==> src/rtl/pipe_reg_bank.sv <==
// Parametrised pipelined register bank with per-stage valid bits, stall, flush,
// occupancy count and a serial scan chain threaded through the data flops.
module pipe_reg_bank #(
   parameter int               WIDTH   = 8,
   parameter int               DEPTH   = 4,
   parameter logic [WIDTH-1:0] RST_VAL = '0,
   localparam int              OCC_W   = $clog2(DEPTH + 1),
   localparam int              CHAIN_W = WIDTH * DEPTH
) (
   input  logic             clk,
   input  logic             rst,
   input  logic             en,
   input  logic             flush,
   input  logic             v_in,
   input  logic [WIDTH-1:0] d_in,
   output logic             v_out,
   output logic [WIDTH-1:0] q_out,
   output logic [OCC_W-1:0] occ,
   input  logic             scan_en,
   input  logic             scan_in,
   output logic             scan_out
);

   logic [WIDTH-1:0]   r_data [DEPTH];
   logic [DEPTH-1:0]   r_vld;
   logic [CHAIN_W-1:0] w_chain;
   logic [CHAIN_W:0]   w_chain_sh;
   logic [OCC_W-1:0]   w_occ;

   // Stage 0 occupies the low bits, so a left shift walks bits toward scan_out.
   for (genvar s = 0; s < DEPTH; s++) begin : g_flat
      assign w_chain[s*WIDTH +: WIDTH] = r_data[s];
   end
   assign w_chain_sh = {w_chain, scan_in};

   always_ff @(posedge clk) begin
      if (rst) begin
         for (int s = 0; s < DEPTH; s++) r_data[s] <= RST_VAL;
         r_vld <= '0;
      end else if (scan_en) begin
         for (int s = 0; s < DEPTH; s++) r_data[s] <= w_chain_sh[s*WIDTH +: WIDTH];
      end else begin
         if (en) begin
            r_data[0] <= d_in;
            for (int s = 1; s < DEPTH; s++) r_data[s] <= r_data[s-1];
         end
         if (flush) begin
            r_vld <= '0;
         end else if (en) begin
            r_vld[0] <= v_in;
            for (int s = 1; s < DEPTH; s++) r_vld[s] <= r_vld[s-1];
         end
      end
   end

   always_comb begin
      w_occ = '0;
      for (int s = 0; s < DEPTH; s++) w_occ = w_occ + OCC_W'(r_vld[s]);
   end

   assign q_out    = r_data[DEPTH-1];
   assign v_out    = r_vld[DEPTH-1];
   assign scan_out = r_data[DEPTH-1][WIDTH-1];
   assign occ      = w_occ;

endmodule
==> config.mk <==
export PLATFORM = sky130hd
export DESIGN_NAME = pipe_reg_bank
export DESIGN_NICKNAME = d
export VERILOG_FILES = /design/src/rtl/pipe_reg_bank.sv
export SDC_FILE = /design/constraint.sdc
export NUM_CORES = 1
export LEC_CHECK = 0
export CORE_MARGIN = 2
export CORE_UTILIZATION = 45
export DETAILED_ROUTE_END_ITERATION = 10
export PLACE_DENSITY = 0.67
export SLEW_MARGIN = 40
export SYNTH_ARGS = -nofsm -noshare
export SYNTH_HDL_FRONTEND = slang
export SYNTH_SLANG_ARGS = --single-unit
==> constraint.sdc <==
create_clock -name clk -period 3.3 [get_ports clk]
set_input_delay 0.495 -clock clk [delete_from_list [all_inputs] [get_ports clk]]
set_output_delay 0.495 -clock clk [all_outputs]
set_load 0.005 [all_outputs]
== Yosys cells after proc, flatten, opt, wreduce, memory -nomap -nowiden ==
Memories as Yosys holds them, arrays and structs flattened.
Cells that the tools add are included.

* $add $sub $neg: 3
* Multipliers: 0
* Divide/modulo/power cells: 0
* Order comparisons: 0
* Eq/ne operators: 0
* Shifts and indexed selects: 0
* Mux-type cells: 19
* Bitwise logic cells: 9
* Reduce and logical (&&, ||, !) cells: 2

{| class="wikitable"
|+ Operators by type and width
! kind !! number
|-
| $mux 8 || 8
|-
| $mux 1 || 9
|-
| $mux 4 || 2
|-
| $or 1x1->1 || 8
|-
| $add 2x1->3 || 1
|-
| $add 3x1->3 || 1
|-
| $add 1x1->2 || 1
|-
| $reduce_and 2->1 || 1
|-
| $reduce_bool 2->1 || 1
|-
| $not 1->1 || 1
|}

* Register bits after elaboration: 4
* Latch bits: 0
* Bits in writable memories: 32
* Bits in read-only memories: 0
* Bits of input ports: 15
* Output and inout bits: 13
* Word-level logic and storage cells: 35
* Memories: 1

{| class="wikitable"
|+ Memory list
! name !! words !! width !! read ports !! clocked after Yosys merged registers in !! write ports !! RTL line !! RTL
|-
| r_data || 4 || 8 || 4 || 0 || 4 || 24 || <nowiki>logic [WIDTH-1:0] r_data [DEPTH];</nowiki>
|}

== Depth between registers and ports, before layout ==
Gate-level depths: netlist of the first run.

* Depth in word-level cells: 5
* Mapped depth: 5
* Depth with buffers taken out: 5

== Worst setup path after synthesis of the first run ==
No wires, ideal clock.

* Kind: register to output
* Start: register r_vld[3]
* End: output occ[1]
* Data arrival time: 1.387 ns
* Required time: 2.805 ns
* Slack: 1.418 ns
* Stages on the path, launching flop included: 6
* Path buffers: 0
* Cells stage by stage: dfxtp_1 -> inv_1 -> fa_1 -> inv_1 -> ha_1 -> ha_1

* Word-level cells in the longest chain between the ends: 1

{| class="wikitable"
|+ Ends and longest elaborated chain
! element !! RTL line !! RTL
|-
| start: declaration || 25 || <nowiki>logic [DEPTH-1:0] r_vld;</nowiki>
|-
| start signal: assignment || 39 || <nowiki>r_vld <= '0;</nowiki>
|-
| start signal: assignment || 48 || <nowiki>r_vld <= '0;</nowiki>
|-
| $add 3x1->3 || 58 || <nowiki>for (int s = 0; s < DEPTH; s++) w_occ = w_occ + OCC_W'(r_vld[s]);</nowiki>
|-
| end: declaration || 18 || <nowiki>output logic [OCC_W-1:0] occ,</nowiki>
|}

No other way between the ends.

== Worst setup path after layout of the first run ==
Same ends and word-level chain as after synthesis.

==> metrics.cfg, run 1 <==
[sta]
post-route-min-period_ps=2710
setup-tns-final_ps=0
rsz0062_at_grt=no
finalSetupViolCount=0
maxSlewViolCount=0
finalCritPeriodShare_pct=82.1
finalHoldViolCount=0
tightest_slew_ps=756
slew-limit-headroom_pct=49.4
fmax_mhz=369
finalClockSkew_ps=3.30

[routing]
vias_per_cell=5.35
dr.pass1.iters=4
drt_iter0_drc=56
num_vias=1306
wl_per_cell_microns=13.3
detail-route-antenna-nets=0
wl_mm=3.25
drc=0

[floorplanning]
die_h_microns=67.6
dieWidth_microns=67.6
core_sq_um=3940
die_area_sq_um=4560
ios=28
floorplan.rows=23
start_util_pct=46.1

[worst_setup_path]
cp-end-kind=output pin
rr_startpoint=r_data[1][7]
worst_path_max_delay_cell=fa_1
path_cells=inv_1, fa_1, inv_1, ha_1, ha_1, clkdlybuf4s50_1
startpoint_type=register
cp_data_required_time_ps=2800
crit_family=adder cells
crit_path_max_fanout=2
timing.critical_path.buf_inv=3
critical_path_class=reg -> out
crit_start=r_vld[3]
worst-endpoint-arrival_ps=2210
critPathMaxStageDelay_ps=530

[global_route]
antenna_found_initial=0
grt-ovfl-total=0
grt_pass1_vias=1248
grt_start_max_net_pins=40
grt_pass1_wl_mm=5.38
grt_usage_pct=16.2

[logic_synthesis]
syn_area_per_cell_sq_um=10.7
synth_top_area_share_pct=52.9
synthTopCellsByArea=edfxtp_1 (53%), nand3b_1 (13%), a21oi_1 (8.8%)
ys_ff_latch=36
syn_area_sq_um=1820
synthSimpleGateAreaFrac_pct=22.8
synth_top_family_by_area=simple AND/OR/NAND/NOR gates
synthAdderAreaFrac_pct=2.48
yosysTopAreaCell=edfxtp_1
yosysWarnings=0
synth_nets=188
synth_seq_area_share_pct=57.3
muxShareOfSynthArea_pct=0
synth.distinct_cells=18
synth_cells=170
synth-xor-area-share_pct=0
synth_compound_area_share_pct=11.4

[clock_network]
cts.path.max_buffers=2
cts_made_buffers=5
cts_tree=yes
cts.htree.levels=2
cts-root-buf=clkbuf_8
clock_sinks=36
cts_setup_buffers=0
worstSkewPairLatency_ps=280
cts_resized=0
clk_pin_slew_worst_paths_ps=70
ctsHoldBuffers=0

[layout]
final_net_count=211
fin_util_pct=55.2
layout-drive-gt1-share_pct=7.22
syn_to_final_growth_pct=19.8
antenna_cells=0

[run]
drv_cap=0

[placed_design]
dp_hpwl_mm=2.32
place_congestion=0.713
port-buffer-count=27

[run_status]
status=finished clean

[power]
total_leakage_power_uw=0.000747
powerDensity_nw_per_um2=430
vdd_ir_drop_max_uv=265

[worst_hold_path]
hold_class=reg -> reg
worstHoldStart=r_vld[1]

-- cell type report --
| class | count | area (sq um) |
|---|---|---|
| Timing Repair Buffer | 32 | 303 |
| Sequential cell | 36 | 1040 |
| Clock buffer | 7 | 76.3 |
| Multi-Input combinational cell | 112 | 668 |
| Fill cell | 356 | 1770 |
| Clock inverter | 1 | 3.75 |
| Tap cell | 50 | 62.6 |
| Inverter | 6 | 22.5 |
-- report_power, final --
| group | internal [uW] | switching [uW] | leakage, uW |
|---|---|---|---|
| sequential | 526 | 14.3 | 0.000402 |
| clock | 147 | 150 | 0.0000399 |
| combinational | 51.0 | 47.8 | 0.000305 |
| total | 724 | 212 | 0.000747 |
-- worst min-delay path, delay by kind of cell, from the launching register on --
family / cells / cell delay (ps)
AND/OR/NAND/NOR: 1 / 90
flip-flops: 1 / 310
AO/OA/AOI/OAI: 1 / 80
-- flip-flops by register name (all words and copies together) (netlist names) --
signal / flops
r_data: 32
r_vld: 4
-- cell families after synthesis --
group | count (synthesis)
simple gates | 72
fa+ha+maj | 3
buf+inv | 22
compound gates | 37
flops | 36
-- layout by cell type (no fill, tap or decap), drive strengths merged, types with 3 or more instances in the layout --
master | netlist | final
nand2 | 32 | 32
nand3b | 32 | 32
a21oi | 32 | 32
edfxtp | 32 | 32
clkdlybuf4s50 | 0 | 26
clkbuf | 3 | 7
inv | 6 | 6
buf | 13 | 6
or3 | 4 | 4
dfxtp | 4 | 4
nand2b | 3 | 3
-- metrics by stage --
stage          std cells  area [sq um]  total power, uW  setup slack (ps)  hold WS [ps]
6_report             244          2180              936               591           527
5_1_grt              244          2180              978               463           560
4_1_cts              244          2180              945               552           516
3_5_place_dp         236          2100              651               871           503
3_3_place_gp         236          2100              648               954           508
2_1_floorplan        170          1820              606              1420           482
-- path summary, 6_finish.rpt --
| kind | to | cells past startpoint | slack [ps] |
|---|---|---|---|
| max | occ[1] | 6 | 590 |
| min | r_vld[1] | 2 | 530 |
| max reg2reg | r_data[2][7] | 2 | 2430 |
| min reg2reg | r_vld[1] | 2 | 530 |
-- synth_stat cells --
cell type,instances
buf_2,9
buf_4,4
or3b_4,1
fa_1,1
nand3b_1,32
dfxtp_1,4
o32ai_2,1
ha_1,2
inv_1,6
nand2_1,32
a21oi_1,32
o32ai_1,1
nand2b_1,3
o21ba_2,1
edfxtp_1,32
o22ai_1,2
clkbuf_1,3
or3_1,4
-- layer usage --
| layer | routed length (microns) | track usage, % | up-vias | share of wire [%] |
|---|---|---|---|---|
| met3 | 165 | 5.50 | 5 | 5.1 |
| met2 | 1730 | 29.2 | 36 | 53 |
| met1 | 1310 | 17.6 | 612 | 40 |
| li1 | - | - | 653 | - |
| met4 | 42 | 5.36 | 0 | 1.3 |
| met5 | 0 | 0 | - | 0 |
No activity file was read; power rests on OpenSTA's default activity.
==> inputs of run 2 (changes only) <==
Clock period 3.3 ns to 2.55 ns, I/O delays scaled along.
==> run 2 against run 1 <==
Effect of this change:
- sequential cell count unchanged
- final cell count is 0.41% lower
- via count decreased by 2.8%
- utilization up 1.2 points
- first-iteration DRC count rose by 38%
- routed wire length is 5.1% lower
- sequential share of layout area down 1.0 points
- clock skew is 1.6 ps higher
- sequential power is 29% higher
- power rose by 41%
==> metrics.cfg, run 2 (synthesis results as in run 1) <==
[power]
clkPwrFrac_pct=37.0  ; +5.3 points
total_leakage_power_uw=0.000772  ; +3.3%
swShare_pct=21.0  ; -1.7 points
powerDensity_nw_per_um2=592  ; +38%
p_seq_share_pct=53.1  ; -4.6 points
vdd_ir_drop_max_uv=326  ; +23%
p_comb_share_pct=9.9  ; -0.7 points
intPower_uw=1040  ; +44%
p_switching_uw=276  ; +30%

[worst_setup_path]
timing.critical_path.buf_inv=3  ; unchanged
reg2reg_depth=2  ; unchanged
startpoint_type=register
cp_num_cells=6  ; unchanged
ff2ff_setup_slack_ps=1720  ; -710 ps
rr_startpoint=r_data[2][1]
worst-endpoint-arrival_ps=2060  ; -150 ps
r2r-end=r_data[3][1]
worst_path_max_delay_cell=fa_1
critical_path_class=reg -> out
path_cells=inv_1, fa_1, inv_1, ha_1, ha_1, clkdlybuf4s50_1
crit_family=adder cells
cp-end-kind=output pin
critPathMaxStageDelay_ps=540  ; about the same
cp_data_required_time_ps=2170  ; -630 ps
crit_path_max_fanout=2  ; unchanged

[clock_network]
cts_made_buffers=5  ; unchanged
clk_pin_slew_worst_paths_ps=70  ; about the same
cts_resized=1  ; +1
cts.path.max_buffers=2  ; unchanged
clock_sinks=36  ; unchanged
ctsHoldBuffers=0  ; unchanged
cts-root-buf=clkbuf_8
cts_tree=yes
worstSkewPairLatency_ps=290  ; about the same
cts_setup_buffers=0  ; unchanged
cts.htree.levels=2  ; unchanged

[layout]
top_register=r_data
layout-drive-gt1-share_pct=7.25  ; +0.037 points
largest_reg_flops=32  ; unchanged
instances_no_fill=243  ; -0.41%
layout_common_cells=nand2_1 (32), nand3b_1 (32), a21oi_1 (32), edfxtp_1 (32), clkdlybuf4s50_1 (26)
top_regs=r_data: 32 flops, r_vld: 4 flops
final_net_count=210  ; -0.47%
antenna_cells=0  ; unchanged
syn_to_final_growth_pct=22.4

[sta]
maxSlewViolCount=0  ; unchanged
setup-tns-final_ps=0  ; unchanged
tightest_slew_ps=341  ; -416 ps
finalCritPeriodShare_pct=95.9
finalHoldViolCount=0  ; unchanged
fmax_mhz=409
finalClockSkew_ps=4.85  ; +1.56 ps
slew-limit-headroom_pct=77.3  ; +28 points
rsz0062_at_grt=no
finalSetupViolCount=0  ; unchanged
post-route-min-period_ps=2450

[placed_design]
place_congestion=0.745  ; +4.4%
port-buffer-count=27  ; unchanged
placed_cells=235  ; -0.42%
dp_hpwl_mm=2.08  ; -10%

[run_status]
status=finished clean

[floorplanning]
start_util_pct=46.1  ; unchanged
core_sq_um=3940  ; unchanged
dieWidth_microns=67.6  ; unchanged
die_h_microns=67.6  ; unchanged
ios=28  ; unchanged
floorplan.rows=23  ; unchanged
die_area_sq_um=4560  ; unchanged

[global_route]
grt_usage_pct=15.4  ; -0.74 points
grt_pass1_wl_mm=5.14  ; -4.5%
antenna_found_initial=0  ; unchanged
grt_pass1_vias=1214  ; -2.7%
grt-ovfl-total=0  ; unchanged
grt_start_max_net_pins=67  ; +68%

[routing]
dr.pass1.iters=4  ; unchanged
drc=0  ; unchanged
drt_iter0_drc=77  ; +38%
vias_per_cell=5.23  ; -2.4%
num_vias=1270  ; -2.8%
wl_mm=3.08  ; -5.1%
wl_per_cell_microns=12.7  ; -4.7%
detail-route-antenna-nets=0  ; unchanged

[worst_hold_path]
min_path_cells=2  ; unchanged
hold_class=reg -> reg
hold_end=r_vld[2]
worstHoldStart=r_vld[1]

[run]
drv_cap=0  ; unchanged

## run 2: cell count changes in the layout (fill, tap and decap cells not counted)
cell	change
dlygate4sd2_1	+1
buf_4	-3
bufinv_16	+1
clkinv_2	+1
clkinv_1	-1
buf_2	-1
buf_12	+2
clkbuf_1	-1
## run 2: power groups by stage
stage | Clock, uW | Combinational [uW] | Sequential, uW
floorplan | 0 | 76.7 | 708
global placement | 0 | 131 | 711
CTS | 497 | 133 | 700
detailed placement | 0 | 133 | 713
finish | 487 | 131 | 699
global route | 515 | 146 | 704
## run 2: metal layers
layer / share of wire (%) / GRT usage (%)
met1: 43 / 15.8
met2: 51 / 28.3
met3: 4.5 / 5.00
met4: 1.8 / 6.89
met5: 0 / 0
## run 2: cell type report
cell class	instances	area, sq um
repair buffers	31	324
inverters	6	22.5
clock buffers	6	72.6
fillers	346	1720
multi-input cells	112	668
well taps	50	62.6
flip-flops and latches	36	1040
clock inverters	2	35.0
## run 2: worst max path at each step
stage / start / to / slack (ps)
2_1_floorplan: r_vld[3] / occ[1] / 780
3_3_place_gp: r_vld[3] / occ[1] / 320
3_5_place_dp: r_vld[3] / occ[1] / 240
4_1_cts: r_vld[3] / occ[2] / 80
5_1_grt: r_vld[3] / occ[2] / 7
6_report: r_vld[3] / occ[2] / 100
## run 2: tightest hold or removal path, stage by stage, from the launching register on
cell	delay [ps]
dfxtp_1	320
nand2b_1	90
o22ai_1	80
## run 2: per-stage QoR
step	cell area (sq um)	utilization (%)	hold slack, ps	setup WS, ps	total power, uW
4_1_cts	2230	56.5	530	82.2	1330
3_3_place_gp	2120	53.8	502	320	842
2_1_floorplan	1820	-	482	780	785
6_report	2230	56.5	529	105	1320
5_1_grt	2230	56.5	552	6.87	1370
3_5_place_dp	2120	53.8	517	240	846
==> inputs of run 3 (changes only) <==
Settings changed: CORE_ASPECT_RATIO set to 1.1, CTS_CLUSTER_SIZE set to 8, SETUP_SLACK_MARGIN set to 0.1.
==> run 3 against run 2 <==
Effect of this change:
- sequential share of layout area increased by 0.80 points
- final cell count grew 1.6%
- worst hold slack better by 2.6 ps
- non-clock buffer count up 2
- clock power shrank 21%
- first-iteration DRC count fell by 10%
- routed wire length increased by 8.0%
- fmax grew 4.0%
- global-route usage about the same
- combinational power barely moved
- utilization shrank 0.83 points
- highest routed layer unchanged
==> metrics.cfg, run 3 (synthesis results as in run 1) <==
[run_status]
status=finished clean

[sta]
finalCritPeriodShare_pct=92.2  ; -3.7 points
fmax_mhz=425  ; +4.0%
rsz0062_at_grt=no
finalSetupViolCount=0  ; unchanged
slew-limit-headroom_pct=63.0  ; -14 points
finalClockSkew_ps=5.53  ; +0.679 ps
setup-tns-final_ps=0  ; unchanged
finalHoldViolCount=0  ; unchanged
post-route-min-period_ps=2350  ; -94.4 ps
tightest_slew_ps=553  ; +212 ps
maxSlewViolCount=0  ; unchanged

[global_route]
grt_usage_pct=15.5  ; +0.049 points
grt_pass1_vias=1219  ; +0.41%
grt-ovfl-total=0  ; unchanged
grt_start_max_net_pins=33  ; -51%
antenna_found_initial=0  ; unchanged
grt_pass1_wl_mm=5.42  ; +5.5%

[clock_network]
clock_sinks=36  ; unchanged
worstSkewPairLatency_ps=290  ; about the same
cts_setup_buffers=0  ; unchanged
clk_pin_slew_worst_paths_ps=60  ; about the same
cts-root-buf=clkbuf_8
cts.htree.levels=2  ; unchanged
cts.path.max_buffers=2  ; unchanged
ctsHoldBuffers=0  ; unchanged
cts_made_buffers=5  ; unchanged
cts_tree=yes

[power]
total_leakage_power_uw=0.000766  ; -0.71%
vdd_ir_drop_max_uv=249  ; -24%
powerDensity_nw_per_um2=554  ; -6.3%

[worst_setup_path]
reg2reg_depth=2  ; unchanged
cp_data_required_time_ps=2170  ; about the same
cp-end-kind=output pin
startpoint_type=register
crit_path_max_fanout=2  ; unchanged
worst-endpoint-arrival_ps=1970  ; -90 ps
critical_path_class=reg -> out

[placed_design]
place_congestion=0.713  ; -4.2%
postPlaceCellArea_sq_um=2110  ; -0.35%
port-buffer-count=27  ; unchanged
dp_hpwl_mm=2.37  ; +14%

[layout]
layout_common_cells=nand2_1 (32), nand3b_1 (32), a21oi_1 (32), edfxtp_1 (32), clkdlybuf4s50_1 (24)
antenna_cells=0  ; unchanged
fin_util_pct=55.6  ; -0.83 points
final_net_count=212  ; +0.95%
layout-drive-gt1-share_pct=7.18  ; -0.074 points
largest_reg_flops=32  ; unchanged
top_register=r_data
top_regs=r_data: 32 flops, r_vld: 4 flops
syn_to_final_growth_pct=20.4
n_fill_cell=370  ; +6.9%
fin_area_sq_um=2190  ; -1.7%

[routing]
dr.pass1.iters=4  ; unchanged
wl_per_cell_microns=13.5  ; +6.3%
drt_iter0_drc=69  ; -10%
drc=0  ; unchanged
wl_mm=3.33  ; +8.0%
detail-route-antenna-nets=0  ; unchanged
num_vias=1323  ; +4.2%
vias_per_cell=5.36  ; +2.5%

[floorplanning]
start_util_pct=46.2  ; +0.10 points
die_area_sq_um=4560  ; about the same
floorplan.rows=24  ; +4.3%
ios=28  ; unchanged
dieWidth_microns=64.6  ; -4.4%
core_sq_um=3930  ; -0.22%
die_h_microns=70.7  ; +4.6%

[worst_hold_path]
min_path_cells=2  ; unchanged
hold_class=reg -> reg

[run]
drv_cap=0  ; unchanged

==> run 3: cell types whose count changed in the layout (fill, tap and decap cells not counted), sizes merged <==
| cell | change |
|---|---|
| buf | +2 |
| bufinv | -1 |
| clkbuf | +1 |
| clkdlybuf4s50 | -2 |
| dlygate4sd2 | +2 |
==> run 3: layer usage <==
metal  vias up  global-route usage (%)  routed length (microns)
met4         0                    7.80                       55
met2        36                    27.4                     1790
li1        651                       -                        -
met5         -                       0                        0
met1       631                    17.5                     1340
met3         5                    3.34                      140
==> run 3: area by class of cell <==
class | instances | area, sq um | area share [%]
clock buffers | 7 | 76.3 | 3.49
clock inverters | 1 | 3.75 | 0.172
inverters | 6 | 22.5 | 1.03
multi-input cells | 112 | 668 | 30.5
flip-flops and latches | 36 | 1040 | 47.6
well taps | 52 | 65.1 | 2.97
repair buffers | 33 | 312 | 14.2
==> run 3: report_power, final <==
part           switching, uW  internal, uW
Clock                    193           190
Combinational           62.4          67.4
Sequential              19.2           681
Total                    275           938
==> run 3: worst paths after layout <==
kind              slack [ps]           end          from
setup reg to reg        1700  r_data[3][6]  r_data[2][6]
hold / removal           530      r_vld[1]      r_vld[1]
setup / recovery         200        occ[1]      r_vld[3]
hold reg to reg          530      r_vld[1]      r_vld[1]
==> run 3: worst max-delay path: stages, from the launching register on <==
cell and delay (ps):
dfxtp_1 330, inv_1 70, fa_1 530, inv_1 40, ha_1 180, ha_1 270
dlygate4sd2_1 260
==> run 3: what timing repair did <==
| item | in CTS | in global routing |
|---|---|---|
| hold endpoints to repair | 0 | 0 |
| resized for setup | 3 | 0 |
| endpoints found under the setup margin | 3 | 0 |
==> run 3: per-stage QoR <==
step | instances | total power, uW | worst slack, ps | hold slack [ps]
finish | 247 | 1210 | 199 | 532
global route | 247 | 1260 | 100 | 545
CTS | 247 | 1230 | 179 | 524
detailed placement | 239 | 845 | 252 | 510
global placement | 239 | 840 | 314 | 500
floorplan | 170 | 785 | 780 | 482
